**config.mk**
```make
export PLATFORM = sky130hd
export DESIGN_NAME = booth_mul_arbiter_flat
export DESIGN_NICKNAME = d
export VERILOG_FILES = /design/src/rtl/booth_pkg.sv /design/src/rtl/booth_mul_arbiter_if.sv /design/src/rtl/booth_step.sv /design/src/rtl/booth_mul_arbiter.sv /design/src/flat_wrapper.sv
export SDC_FILE = /design/constraint.sdc
export NUM_CORES = 1
export LEC_CHECK = 0
export ABC_AREA = 1
export BUFFER_PORTS_ARGS = -buffer_cell sky130_fd_sc_hd__buf_2
export CORE_ASPECT_RATIO = 1.4
export CORE_UTILIZATION = 47
export CTS_CLUSTER_DIAMETER = 60
export DETAILED_ROUTE_END_ITERATION = 7
export PLACE_DENSITY = 0.73
export SLEW_MARGIN = 20
export SYNTH_ARGS = -nofsm -noshare
export SYNTH_HDL_FRONTEND = slang
export SYNTH_SLANG_ARGS = --single-unit
```
**constraint.sdc**
```tcl
create_clock -name clk -period 1.4 [get_ports clk]
set_clock_uncertainty 0.05 [all_clocks]
set_input_delay 0 -clock clk [delete_from_list [all_inputs] [get_ports clk]]
set_output_delay 0 -clock clk [all_outputs]
set_load 0.1 [all_outputs]
```
**src/rtl/booth_pkg.sv**
```systemverilog
// booth_pkg: shared width default, FSM encoding and requester ids
package booth_pkg;
  localparam int W_DEF = 4;
  typedef enum logic [1:0] {IDLE = 2'd0, RUN = 2'd1, DONE = 2'd2} state_t;
  localparam logic ID_A = 1'b0;
  localparam logic ID_B = 1'b1;
endpackage

```
**src/rtl/booth_mul_arbiter_if.sv**
```systemverilog
// booth_mul_arbiter_if: two requester operand ports plus result handshake
interface booth_mul_arbiter_if import booth_pkg::*; #(parameter int W = W_DEF);
  logic a_valid, b_valid, a_ready, b_ready;
  logic [W-1:0] a_x, a_y, b_x, b_y;
  logic res_valid, res_ready, res_id, busy;
  logic [2*W-1:0] res_z;
  modport master (
    output a_valid, b_valid, a_x, a_y, b_x, b_y, res_ready,
    input a_ready, b_ready, res_valid, res_id, res_z, busy
  );
  modport slave (
    input a_valid, b_valid, a_x, a_y, b_x, b_y, res_ready,
    output a_ready, b_ready, res_valid, res_id, res_z, busy
  );
endinterface

```
**src/rtl/booth_step.sv**
```systemverilog
// booth_step: one radix-2 Booth add/sub/none followed by arithmetic shift of {acc, x}
module booth_step #(parameter int W = 4) (
  input  logic [W:0]   i_acc,
  input  logic [W-1:0] i_x,
  input  logic         i_xm1,
  input  logic [W-1:0] i_y,
  output logic [W:0]   o_acc,
  output logic [W-1:0] o_x,
  output logic         o_xm1
);
  logic [W:0] w_ys, w_sum;
  // acc is one bit wider than y so negating the most negative y cannot overflow
  assign w_ys  = {i_y[W-1], i_y};
  assign w_sum = ({i_x[0], i_xm1} == 2'b10) ? i_acc - w_ys :
                 ({i_x[0], i_xm1} == 2'b01) ? i_acc + w_ys : i_acc;
  assign o_acc = {w_sum[W], w_sum[W:1]};
  assign o_x   = {w_sum[0], i_x[W-1:1]};
  assign o_xm1 = i_x[0];
endmodule

```
**src/rtl/booth_mul_arbiter.sv**
```systemverilog
// booth_mul_arbiter: round-robin shared sequential Booth multiplier for two requesters
module booth_mul_arbiter import booth_pkg::*; #(parameter int W = W_DEF) (
  input logic clk,
  input logic rst,
  booth_mul_arbiter_if.slave bus
);
  localparam int CW = (W > 2) ? $clog2(W) : 1;
  state_t r_state;
  logic [W:0] r_acc, w_acc_n;
  logic [W-1:0] r_x, r_y, w_x_n;
  logic r_xm1, w_xm1_n, r_id, r_ptr, r_res_valid;
  logic [CW-1:0] r_cnt;
  logic [2*W-1:0] r_z;
  logic w_idle, w_grant_b, w_accept;
  assign w_idle    = r_state == IDLE;
  // r_ptr high means B holds priority on a tie
  assign w_grant_b = bus.b_valid & (~bus.a_valid | r_ptr);
  assign w_accept  = w_idle & (bus.a_valid | bus.b_valid);
  assign bus.a_ready   = w_idle & ~w_grant_b;
  assign bus.b_ready   = w_idle & w_grant_b;
  assign bus.res_valid = r_res_valid;
  assign bus.res_id    = r_id;
  assign bus.res_z     = r_z;
  assign bus.busy      = ~w_idle;
  booth_step #(.W(W)) u_step (
    .i_acc(r_acc), .i_x(r_x), .i_xm1(r_xm1), .i_y(r_y),
    .o_acc(w_acc_n), .o_x(w_x_n), .o_xm1(w_xm1_n)
  );
  always_ff @(posedge clk) begin
    if (rst) begin
      r_state     <= IDLE;
      r_res_valid <= 1'b0;
      r_z         <= '0;
      r_id        <= ID_A;
      r_ptr       <= ID_A;
      r_cnt       <= '0;
      r_acc       <= '0;
      r_x         <= '0;
      r_y         <= '0;
      r_xm1       <= 1'b0;
    end else begin
      case (r_state)
        IDLE: if (w_accept) begin
          r_state <= RUN;
          r_id    <= w_grant_b ? ID_B : ID_A;
          r_ptr   <= w_grant_b ? ID_A : ID_B;
          r_x     <= w_grant_b ? bus.b_x : bus.a_x;
          r_y     <= w_grant_b ? bus.b_y : bus.a_y;
          r_acc   <= '0;
          r_xm1   <= 1'b0;
          r_cnt   <= '0;
        end
        RUN: begin
          r_acc <= w_acc_n;
          r_x   <= w_x_n;
          r_xm1 <= w_xm1_n;
          r_cnt <= r_cnt + 1'b1;
          if (r_cnt == CW'(W - 1)) begin
            r_state     <= DONE;
            r_res_valid <= 1'b1;
            r_z         <= {w_acc_n[W-1:0], w_x_n};
          end
        end
        DONE: if (bus.res_ready) begin
          r_state     <= IDLE;
          r_res_valid <= 1'b0;
        end
        default: r_state <= IDLE;
      endcase
    end
  end
endmodule

```
**src/flat_wrapper.sv**
```systemverilog
// flat-port wrapper written by rule: the top's interface ports become plain ports
module booth_mul_arbiter_flat import booth_pkg::*;
#(parameter int W = W_DEF)
  (clk, rst, bus_a_valid, bus_b_valid, bus_a_x, bus_a_y, bus_b_x, bus_b_y, bus_res_ready, bus_a_ready, bus_b_ready, bus_res_valid, bus_res_id, bus_res_z, bus_busy);
  booth_mul_arbiter_if #(.W(W)) bus_i ();
  input logic clk;
  input logic rst;
  input wire logic [$bits(bus_i.a_valid)-1:0] bus_a_valid;
  input wire logic [$bits(bus_i.b_valid)-1:0] bus_b_valid;
  input wire logic [$bits(bus_i.a_x)-1:0] bus_a_x;
  input wire logic [$bits(bus_i.a_y)-1:0] bus_a_y;
  input wire logic [$bits(bus_i.b_x)-1:0] bus_b_x;
  input wire logic [$bits(bus_i.b_y)-1:0] bus_b_y;
  input wire logic [$bits(bus_i.res_ready)-1:0] bus_res_ready;
  output wire logic [$bits(bus_i.a_ready)-1:0] bus_a_ready;
  output wire logic [$bits(bus_i.b_ready)-1:0] bus_b_ready;
  output wire logic [$bits(bus_i.res_valid)-1:0] bus_res_valid;
  output wire logic [$bits(bus_i.res_id)-1:0] bus_res_id;
  output wire logic [$bits(bus_i.res_z)-1:0] bus_res_z;
  output wire logic [$bits(bus_i.busy)-1:0] bus_busy;
  assign bus_i.a_valid = bus_a_valid;
  assign bus_i.b_valid = bus_b_valid;
  assign bus_i.a_x = bus_a_x;
  assign bus_i.a_y = bus_a_y;
  assign bus_i.b_x = bus_b_x;
  assign bus_i.b_y = bus_b_y;
  assign bus_i.res_ready = bus_res_ready;
  assign bus_a_ready = bus_i.a_ready;
  assign bus_b_ready = bus_i.b_ready;
  assign bus_res_valid = bus_i.res_valid;
  assign bus_res_id = bus_i.res_id;
  assign bus_res_z = bus_i.res_z;
  assign bus_busy = bus_i.busy;
  booth_mul_arbiter #(.W(W)) u_core (.clk(clk), .rst(rst), .bus(bus_i));
endmodule
```
== Word level (Yosys, flattened, before mapping) ==
Cells that the tools add are included.

* Add/subtract/negate cells: 3
* Equality and inequality tests: 8
* Multiplexer cells: 21
* Bitwise operators: 9
* Reductions and logical operators: 8

{| class="wikitable"
|+ Operators by type and width
! kind !! number
|-
| $mux 5 || 3
|-
| $mux 4 || 3
|-
| $pmux 5 s2 || 1
|-
| $mux 2 || 4
|-
| $pmux 4 s2 || 1
|-
| $eq 2x2->1 const B || 3
|-
| $pmux 2 s3 || 1
|-
| $reduce_and 2->1 || 3
|-
| $reduce_and 3->1 || 2
|-
| $add 5x5->5 || 1
|-
| $mux 1 || 5
|-
| $sub 5x5->5 || 1
|-
| $and 1x1->1 || 4
|-
| $eq 2x1->1 const B || 2
|-
| $ne 2x2->1 const B || 2
|-
| $pmux 1 s2 || 2
|-
| $pmux 2 s2 || 1
|-
| $reduce_bool 2->1 || 2
|-
| $not 1->1 || 3
|-
| $add 2x1->2 const B || 1
|-
| $logic_not 2->1 || 1
|-
| $ne 2x1->1 const B || 1
|-
| $or 1x1->1 || 2
|}

* Register bits after elaboration: 29
* Bits of input ports: 21
* Output and inout port bits: 13
* Logic and storage cells: 59

== Depth between registers and ports, before layout ==
* Word-level depth: 6
* Gate-level depth with buffers: 12
* Depth with buffers taken out: 12

== By module ==
Synthesis repeated with hierarchy kept, for this count alone.

* Cell total of the unflattened synthesis: 262
* Area, all modules: 1,764.2 um2

{| class="wikitable"
|+ Modules (own cells, without submodules)
! module !! instances !! cells each !! area an instance (um2) !! sequential area each (um2)
|-
| booth_mul_arbiter || 1 || 184 || 1,312.5 || 580.6
|-
| booth_step || 1 || 78 || 451.7 || 0.0
|}

== Worst setup path after synthesis ==
Ideal clock, no wire load.

* Kind: register -> register
* Start: register u_core.r_state[1]
* End: register u_core.r_id (netlist: u_core.bus.res_id)
* Library setup time: 71 ps
* Arrival: 2,255 ps
* Data required time: 1,279 ps
* Setup slack: -976 ps
* Stages on the path, launching flop included: 6
* Path buffers: 0
* Period minus slack after synthesis: 2,376 ps
* Cell sequence: dfxtp_1 inv_2 nand2_4 nor2_1 inv_1 a21oi_1

* Word-level cells in the longest chain between the ends: 3

{| class="wikitable"
|+ RTL lines
! item !! line !! text
|-
| from (decl) || booth_mul_arbiter.sv:8 || <nowiki>state_t r_state;</nowiki>
|-
| from (signal assigned) || booth_mul_arbiter.sv:31 || <nowiki>r_state <= IDLE;</nowiki>
|-
| from (signal assigned) || booth_mul_arbiter.sv:44 || <nowiki>r_state <= RUN;</nowiki>
|-
| from (signal assigned) || booth_mul_arbiter.sv:59 || <nowiki>r_state <= DONE;</nowiki>
|-
| $logic_not 2->1 * || booth_mul_arbiter.sv:15, booth_mul_arbiter.sv:42 ||
|-
| $and 1x1->1 || booth_mul_arbiter.sv:18 || <nowiki>assign w_accept = w_idle & (bus.a_valid | bus.b_valid);</nowiki>
|-
| $reduce_and 2->1 (no source line) * || -- ||
|-
| to (signal assigned) || booth_mul_arbiter.sv:45 || <nowiki>r_id <= w_grant_b ? ID_B : ID_A;</nowiki>
|-
| to (decl) || booth_mul_arbiter.sv:11 || <nowiki>logic r_xm1, w_xm1_n, r_id, r_ptr, r_res_valid;</nowiki>
|}

Mark *: on every way between the ends. The rest lies on a longest branch, timed or not.
A chain may end at the register's enable or synchronous reset.

== Worst setup path in the final report ==
* Start: register u_core.r_acc[0]
* End: register u_core.r_z[4] (netlist: u_core.bus.res_z[4])

* Word-level cells in the longest chain between the ends: 3
* Elaborated cells between the ends (all ways): 4
* Classes of those cells: 2 x add/sub; 2 x mux

{| class="wikitable"
|+ RTL lines
! item !! line !! text
|-
| from (decl) || booth_mul_arbiter.sv:9 || <nowiki>logic [W:0] r_acc, w_acc_n;</nowiki>
|-
| from (signal assigned) || booth_mul_arbiter.sv:54 || <nowiki>r_acc <= w_acc_n;</nowiki>
|-
| $add 5x5->5 || booth_step.sv:15 || <nowiki>({i_x[0], i_xm1} == 2'b01) ? i_acc + w_ys : i_acc;</nowiki>
|-
| $mux 5 || booth_step.sv:15 ||
|-
| $mux 5 * || booth_step.sv:14 || <nowiki>assign w_sum = ({i_x[0], i_xm1} == 2'b10) ? i_acc - w_ys :</nowiki>
|-
| to (signal assigned) || booth_mul_arbiter.sv:61 || <nowiki>r_z <= {w_acc_n[W-1:0], w_x_n};</nowiki>
|-
| to (decl) || booth_mul_arbiter.sv:13 || <nowiki>logic [2*W-1:0] r_z;</nowiki>
|}

Marked as above.

==> results.sh <==
export IMPL_status="finished with violations"
export IMPL_violations="setup timing"
export IMPL_fin_ws_ns=-0.290
export IMPL_setup_viol=8
export IMPL_cp_max_fo=3
export IMPL_grt_antenna_before_repair=0
export IMPL_routed_wl_microns=3950
export IMPL_fill_cells=248
export IMPL_cts_tree="done"
export IMPL_grt_pass1_wl_microns=6870
export IMPL_tightest_slew_ns=0.485
export IMPL_met1_length_microns=1600
export IMPL_crit_type="reg2reg"
export IMPL_wire_per_inst_microns=12.6
export IMPL_top_layer_used="met4"
export IMPL_drive_above_1_share_pct=40.7
export IMPL_relSlewSlack_pct=67.9
export IMPL_min_path_cells=5
export IMPL_vias=1570
export IMPL_hold_class="in2reg"
export IMPL_clock_latency_ns=0.27
export IMPL_grt_max_degree=18
export IMPL_ys_warn_count=0
export IMPL_ant_nets=0
export IMPL_multi_input_area_sq_um=995
export IMPL_p_leak_nw=1.07
export IMPL_hold_slack_ns=0.00567
export IMPL_antenna_diode_count=0
export IMPL_crit_chain="inv_2, ha_4, inv_2, fa_1, nor2_1, nor3_2, buf_4, nor2_2, nor2_1"
export IMPL_ys_seq_elements=28
export IMPL_required_ns=1.56
export IMPL_hold_viol_final=0
export IMPL_met3_length_microns=83
export IMPL_cts_max_level=1
export IMPL_synth_avg_cell_area_sq_um=7.38
export IMPL_fin_tns_setup_ns=-1.36
export IMPL_period_needed_ns=1.69
export IMPL_rsz0062_at_grt="true"
export IMPL_grt_usage_pct=23.8
export IMPL_synth_cells=221
export IMPL_clockBufferDepth=2
export IMPL_slew_viol_final=0
export IMPL_powerDensity_nw_per_um2=989
export IMPL_seqCellArea_sq_um=576
export IMPL_finalPower_mw=2.17
export IMPL_reg2regPathDepth=9
export IMPL_cts_buffers=3
export IMPL_synth_seq_area_share_pct=34.4
export IMPL_clk_pin_slew_ns=0.10
export IMPL_core_sq_um=3210
export IMPL_dieWidth_microns=51.8
export IMPL_fin_crit_sh_pct=121
export IMPL_grt_overflow_total=0
export IMPL_fin_nets=308
export IMPL_cp_data_arrival_time_ns=1.85
export IMPL_vias_per_cell=5.00
export IMPL_netlist_area_sq_um=1630
export IMPL_ys_types=31
export IMPL_port_buffers=33
export IMPL_dpl_hpwl_microns=2820
export IMPL_die_y_microns=71.7
export IMPL_syn_to_final_growth_pct=34.8
export IMPL_cp_slowest_cell="fa_1"
export IMPL_gp_congestion=0.861
export IMPL_first_pass_iters=4
export IMPL_io_pins=34
export IMPL_fp_row_count=24
export IMPL_cts_root_buffer="clkbuf_8"
export IMPL_start_util_pct=50.7
export IMPL_dieArea_sq_um=3710
export IMPL_synth_fp_nets=253
export IMPL_wl_met2_microns=2230
export IMPL_grt_pass1_vias=1583
export IMPL_peakVddDrop_mv=0.850
export IMPL_maxCapViolCount=0
export IMPL_mostFrequentLayoutCells="nand2_1 (50), buf_2 (30), inv_1 (22), buf_4 (20), dfxtp_1 (18)"
export IMPL_clock_fmax_mhz=592
export IMPL_cpPeakStageDelay_ns=0.47
export IMPL_end_kind="flop"
export IMPL_final_common_cell="nand2_1"
export IMPL_numClockSinks=28
export IMPL_drc=0
export IMPL_critPathLaunchType="flop"
export IMPL_drt_iter0_drc=55
repair_timing:
item / CTS / global route
setup endpoints to repair: 9 / 13
gates cloned: 0 / 1
setup buffers: 2 / 3
gates resized for setup: 12 / 4
hold buffers: 3 / 0
hold endpoints to repair: 3 / 0
pin swaps: 5 / 6
per-layer routing:
layer	track usage, %	vias to the layer above
met3	1.49	4
met2	45.3	26
met5	0	-
met4	6.31	0
met1	27.7	723
li1	-	817
cell usage after synthesis:
cell type,instances,share of area [%]
o21ai_4,1,1.0
nand3_1,11,3.4
buf_1,1,0.23
buf_6,2,1.4
fa_1,2,2.5
nor2_1,14,3.2
inv_2,8,1.8
nor3_1,2,0.61
o21ai_0,14,4.3
o21bai_1,2,0.92
o21ai_2,2,1.1
a21oi_2,2,1.1
inv_1,27,6.2
nor2_2,2,0.77
nand2_1,52,12
o21a_1,1,0.46
o31ai_1,1,0.46
nand3_2,1,0.61
a31oi_1,3,1.2
a21oi_1,17,5.2
nor2_4,5,3.5
nor3_2,1,0.61
buf_2,2,0.61
nand2_2,1,0.38
nand2_4,1,0.69
ha_1,9,6.9
nor2_8,1,1.2
o21ai_1,2,0.61
dfxtp_1,28,34
o211ai_1,5,2.3
clkbuf_4,1,0.46
cell families (layout without fill, tap and decap cells):
family | Yosys count | count (layout) | share of synthesized area, %
adders and majority gates | 11 | 11 | 9.36
and+or+nand+nor | 91 | 92 | 26.9
DFF | 28 | 28 | 34.4
AOI/OAI and AO/OA | 50 | 50 | 18.6
buffers and inverters | 41 | 94 | 10.7
where the power goes:
group / switching (mW) / internal (mW) / total [mW]
Sequential: 0.0414 / 0.845 / 0.886
Clock: 0.243 / 0.382 / 0.625
Combinational: 0.399 / 0.263 / 0.661
Total: 0.683 / 1.49 / 2.17
sequential cells by signal (all words and copies together) (netlist names):
register,cells
u_core.bus.res_z,8
u_core.r_acc,4
u_core.r_x,4
u_core.r_y,4
u_core.r_cnt,2
u_core.r_state,2
u_core.bus.res_id,1
u_core.bus.res_valid,1
u_core.r_ptr,1
u_core.r_xm1,1
worst max-delay path, delay by kind of cell (launching register included):
family                     cells  cell delay (ns)
adders and majority gates      2             0.59
and+or+nand+nor                4             0.40
DFF                            1             0.34
buffers and inverters          3             0.25
area by class of cell:
class | instances | share of cell area (%)
multi-input combinational | 153 | 45.3
sequential | 28 | 26.2
timing repair buffer | 55 | 16.9
inverter | 35 | 6.21
tap | 39 | 2.22
clock buffer | 3 | 1.88
clock inverter | 1 | 1.37
through the flow:
stage | utilization, % | worst slack [ns] | area [sq um] | std cells
floorplan | - | -0.0885 | 1700 | 221
global placement | 62.3 | -0.133 | 2000 | 301
detailed placement | 62.3 | -0.197 | 2000 | 301
CTS | 67.1 | -0.285 | 2160 | 310
global route | 68.4 | -0.377 | 2200 | 314
finish | 68.4 | -0.290 | 2200 | 314
worst paths after layout:
kind | start | end | slack (ns)
max | u_core.r_acc[0] | u_core.bus.res_z[4] | -0.29
max reg2reg | u_core.r_acc[0] | u_core.bus.res_z[4] | -0.29
min reg2reg | u_core.bus.res_z[1] | u_core.bus.res_z[1] | 0.41
min | bus_b_y[2] | u_core.r_y[2] | 0.006
Note: power is estimated with default switching activity, not from simulation.
